File: config.mk
export PLATFORM = sky130hd
export DESIGN_NAME = ppm_mary_tx
export DESIGN_NICKNAME = d
export VERILOG_FILES = /design/src/rtl/ppm_mary_tx.sv
export SDC_FILE = /design/constraint.sdc
export NUM_CORES = 1
export LEC_CHECK = 0
export ABC_AREA = 1
export BUFFER_PORTS_ARGS = -buffer_cell sky130_fd_sc_hd__buf_2
export CAP_MARGIN = 20
export CORE_AREA = 2 2 39 41
export DETAILED_ROUTE_END_ITERATION = 16
export DIE_AREA = 0 0 41 43
export GPL_ROUTABILITY_DRIVEN = 1
export PLACE_DENSITY = 0.72
export REMOVE_ABC_BUFFERS = 1
export SYNTH_ARGS = -nofsm -noshare
export SYNTH_HDL_FRONTEND = slang
export SYNTH_SLANG_ARGS = --single-unit
File: constraint.sdc
create_clock -name clk -period 1.7 [get_ports clk]
set_input_delay 0.17 -clock clk [delete_from_list [all_inputs] [get_ports clk]]
set_output_delay 0.17 -clock clk [all_outputs]
set_load 0.02 [all_outputs]
File: src/rtl/ppm_mary_tx.sv
// M-ary pulse-position modulator: one low pulse per symbol frame, slot = symbol.
// Build option: define PPM_GRAY_EN to Gray-map the symbol onto the slot index.
module ppm_mary_tx #(
  parameter int M_BITS      = 2,
  parameter int SLOT_CYCLES = 16,
  parameter int GUARD_SLOTS = 0
) (
  input  logic              clk,
  input  logic              rst_n,
  input  logic [M_BITS-1:0] sym_data,
  input  logic              sym_valid,
  output logic              sym_ready,
  output logic              ppm,
  output logic              sym_done,
  output logic              busy
);

  localparam int M     = 1 << M_BITS;
  localparam int SLOTS = M + GUARD_SLOTS;
  localparam int CW    = (SLOT_CYCLES > 1) ? $clog2(SLOT_CYCLES) : 1;
  localparam int SW    = (SLOTS > 1) ? $clog2(SLOTS) : 1;

  localparam logic [CW-1:0] CYC_LAST  = CW'(SLOT_CYCLES - 1);
  localparam logic [SW-1:0] SLOT_LAST = SW'(SLOTS - 1);

  localparam logic [1:0] ST_IDLE  = 2'b00;
  localparam logic [1:0] ST_FRAME = 2'b01;

  logic [1:0]        state_q, state_d;
  logic [CW-1:0]     cyc_q, cyc_d;
  logic [SW-1:0]     slot_q, slot_d;
  logic [M_BITS-1:0] sym_q, sym_d;
  logic              ppm_q, ppm_d;

  logic in_frame;
  logic cyc_end;
  logic last;
  logic accept;

  function automatic logic [SW-1:0] target(input logic [M_BITS-1:0] s);
    logic [M_BITS-1:0] g;
`ifdef PPM_GRAY_EN
    g = s ^ (s >> 1);
`else
    g = s;
`endif
    return SW'(g);
  endfunction

  assign in_frame  = (state_q == ST_FRAME);
  assign cyc_end   = (cyc_q == CYC_LAST);
  assign last      = in_frame & cyc_end & (slot_q == SLOT_LAST);
  assign sym_ready = (state_q == ST_IDLE) | last;
  assign accept    = sym_valid & sym_ready;
  assign sym_done  = last;
  assign busy      = in_frame;
  assign ppm       = ppm_q;

  always_comb begin
    state_d = state_q;
    cyc_d   = cyc_q;
    slot_d  = slot_q;
    sym_d   = sym_q;
    if (accept) begin
      state_d = ST_FRAME;
      cyc_d   = '0;
      slot_d  = '0;
      sym_d   = sym_data;
    end else begin
      case (state_q)
        ST_IDLE: ;
        ST_FRAME: begin
          if (last) begin
            state_d = ST_IDLE;
            cyc_d   = '0;
            slot_d  = '0;
          end else if (cyc_end) begin
            cyc_d  = '0;
            slot_d = slot_q + 1'b1;
          end else begin
            cyc_d = cyc_q + 1'b1;
          end
        end
        default: begin
          state_d = ST_IDLE;
          cyc_d   = '0;
          slot_d  = '0;
        end
      endcase
    end
    // ppm is registered, so it is computed from next-cycle position
    ppm_d = !((state_d == ST_FRAME) && (slot_d == target(sym_d)));
  end

  always_ff @(posedge clk) begin
    if (!rst_n) begin
      state_q <= ST_IDLE;
      cyc_q   <= '0;
      slot_q  <= '0;
      sym_q   <= '0;
      ppm_q   <= 1'b1;
    end else begin
      state_q <= state_d;
      cyc_q   <= cyc_d;
      slot_q  <= slot_d;
      sym_q   <= sym_d;
      ppm_q   <= ppm_d;
    end
  end

endmodule

==> results.cfg <==
[status]
status = complete, no violations

[route]
drtIter0Drc = 12
wl_per_cell_um = 9.86
wl_mm = 1.09
drt_first_pass_iters = 4
ant_nets = 0
vias_per_cell = 4.80
vias = 533
post-route-drc-count = 0

[die]
io_pins = 9
start_util = 0.423
core-area_um2 = 1380
die_w_um = 41
die-area_um2 = 1760
die_y_um = 43
num_rows = 14

[min_path]
hp-start = sym_data[1]
hold_class = input port to flop
min_to = sym_q[1]
min_delay_path_depth = 3

[place]
placement.io_buffers = 8
hpwl_um = 858
gp_congestion = 0.765
post_dp_cell_area_um2 = 646

[sta]
finalHoldViolations = 0
finalSetupTns_ns = 0
rsz0062_at_grt = false
timing.final.crit_share = 0.938
setup_viol = 0
finalClockSkew_ns = 0.00122
period_needed_ns = 1.59
slew_violations = 0
clock.fmax_mhz = 627

[grt]
grt_util_all_layers = 0.153
antenna_found_initial = 0
use_met2 = 0.222
grtUsageMet1 = 0.184
grt_pass1_vias = 468
overflow = 0
grtUsageMet3 = 0.0314
grt.busiest_layer = met2
grt_pass1_wl_mm = 1.79
grt_max_degree = 8

[critical_path]
critPathLaunchType = flop
cp.required_ns = 1.53
worstReg2RegEnd = ppm
cp.arrival_ns = 1.42
crit_path_end_kind = output pin
critPathKind = flop to output pin
worst-path-max-fanout = 5
rrSetupSlack_ns = 0.20
reg2reg_depth = 10
rr_startpoint = cyc_q[1]

[clock_network]
cts-buffers-inserted = 3
cts_tree = built
insertion_delay_ns = 0.27
clk_pin_slew_ns = 0.07
clk_path_buf_depth = 2
post_cts_resized = 0
cts_setup_buffers = 0
hold_buffers = 0
clockRootBuffer = clkbuf_4
clock-sinks = 11
htree_levels = 1

[logic_synthesis]
yosys.area.top_type = dfxtp_1
muxShareOfSynthArea = 0
synth_ff_type = dfxtp_1
synth_seq_cells = 11
synth_top_area_share = 0.376
syn-cell-area_um2 = 586
synth.top_cells.by_area = dfxtp_1 38%, nand2_1 16%, nor2_1 7.7%, inv_1 6.4%, nand3_1 5.1%
netlist_instances = 83
synth-async-reset-ratio = 0
synth-compound-area-share = 0.115
synth_edf_count = 0
yosysUniqueCellTypes = 19
yosys.cell_count.top_type = nand2_1
yosys.area_share.adder = 0.0427
yosys-top-cells-count = 25 x nand2_1, 12 x nor2_1, 11 x dfxtp_1, 10 x inv_1, 6 x nand3_1
yosys_warnings = 0
synth_top_family_by_area = simple AND/OR/NAND/NOR gates
syn_avg_cell_area_um2 = 7.05
ys_seq_area_frac = 0.376
synth_xor_area_frac = 0.0150
synthSimpleGateAreaFrac = 0.380

[power]
p_leak_uw = 0.000324
power_density_nw_per_um2 = 723
ir_worst_vdd_mv = 0.487

[layout]
drive_above_1_share = 0.211
fillers = 141
fin_area_um2 = 686
diodes = 0
nNetsFinal = 103
area_growth_pct = 17.1

[run]
max-cap-violations = 0
[through the flow]
step	power, µW	hold slack [ns]	std cells	utilization	worst slack, ns
2_1_floorplan	310	0.353	83	-	0.165
3_3_place_gp	325	0.455	107	0.467	0.153
3_5_place_dp	326	0.455	107	0.467	0.121
4_1_cts	504	0.189	111	0.486	0.0114
5_1_grt	519	0.203	111	0.495	0.0147
6_report	496	0.194	111	0.495	0.105
[placed cells by master (no fill, tap or decap), drive strengths merged, types with 2 or more instances in the layout]
| cell type | Yosys | final |
|---|---|---|
| nand2 | 28 | 28 |
| nor2 | 12 | 12 |
| dfxtp | 11 | 11 |
| inv | 10 | 10 |
| buf | 0 | 8 |
| nand3 | 7 | 7 |
| a21oi | 5 | 5 |
| clkbuf | 0 | 4 |
| o21ai | 2 | 2 |
| ha | 2 | 2 |
[power breakdown]
group          total, µW  internal (µW)  switching (µW)  leakage [µW]
logic               52.5           18.1            34.4      0.000219
clock network        176           90.8            84.8     0.0000150
registers            268            264            3.21     0.0000901
[metal layers]
layer,part of all wire,up-vias
li1,-,284
met1,0.46,234
met2,0.48,11
met3,0.034,4
met4,0.027,0
met5,0,-
[worst max path at each step]
stage               startpoint       end  cells after the start
floorplan             cyc_q[0]       ppm                     10
global placement      cyc_q[0]       ppm                     10
detailed placement    cyc_q[0]       ppm                     10
CTS                   cyc_q[0]  sym_done                      6
global route          cyc_q[1]  sym_done                      6
finish                cyc_q[1]  sym_done                      6
[area by class of cell]
| class | instances | area [µm²] | area share |
|---|---|---|---|
| multi-input cells | 62 | 340 | 0.496 |
| clock buffers | 4 | 26.3 | 0.0383 |
| well taps | 16 | 20.0 | 0.0292 |
| inverters | 10 | 37.5 | 0.0547 |
| repair buffers | 8 | 40.0 | 0.0584 |
| flip-flops and latches | 11 | 221 | 0.323 |
[critical path, stage by stage (launching register included)]
cell and delay, ns:
dfxtp_1 0.40, ha_4 0.18, nand2_1 0.07, nor2_1 0.13, nand2_1 0.14, inv_1 0.07, buf_2 0.15
[state kept, by name (all words and copies together), names as in the netlist]
| name | count |
|---|---|
| sym_q | 2 |
| slot_q | 2 |
| ppm | 1 |
| state_q | 2 |
| cyc_q | 4 |
[kinds of logic after synthesis]
group | count (synthesis)
and+or+nand+nor | 49
DFF | 11
buffers and inverters | 10
AOI/OAI and AO/OA | 9
adders and majority gates | 2
xor gates and xnor gates | 1
other | 1
Power figures use the tool's default switching activity.
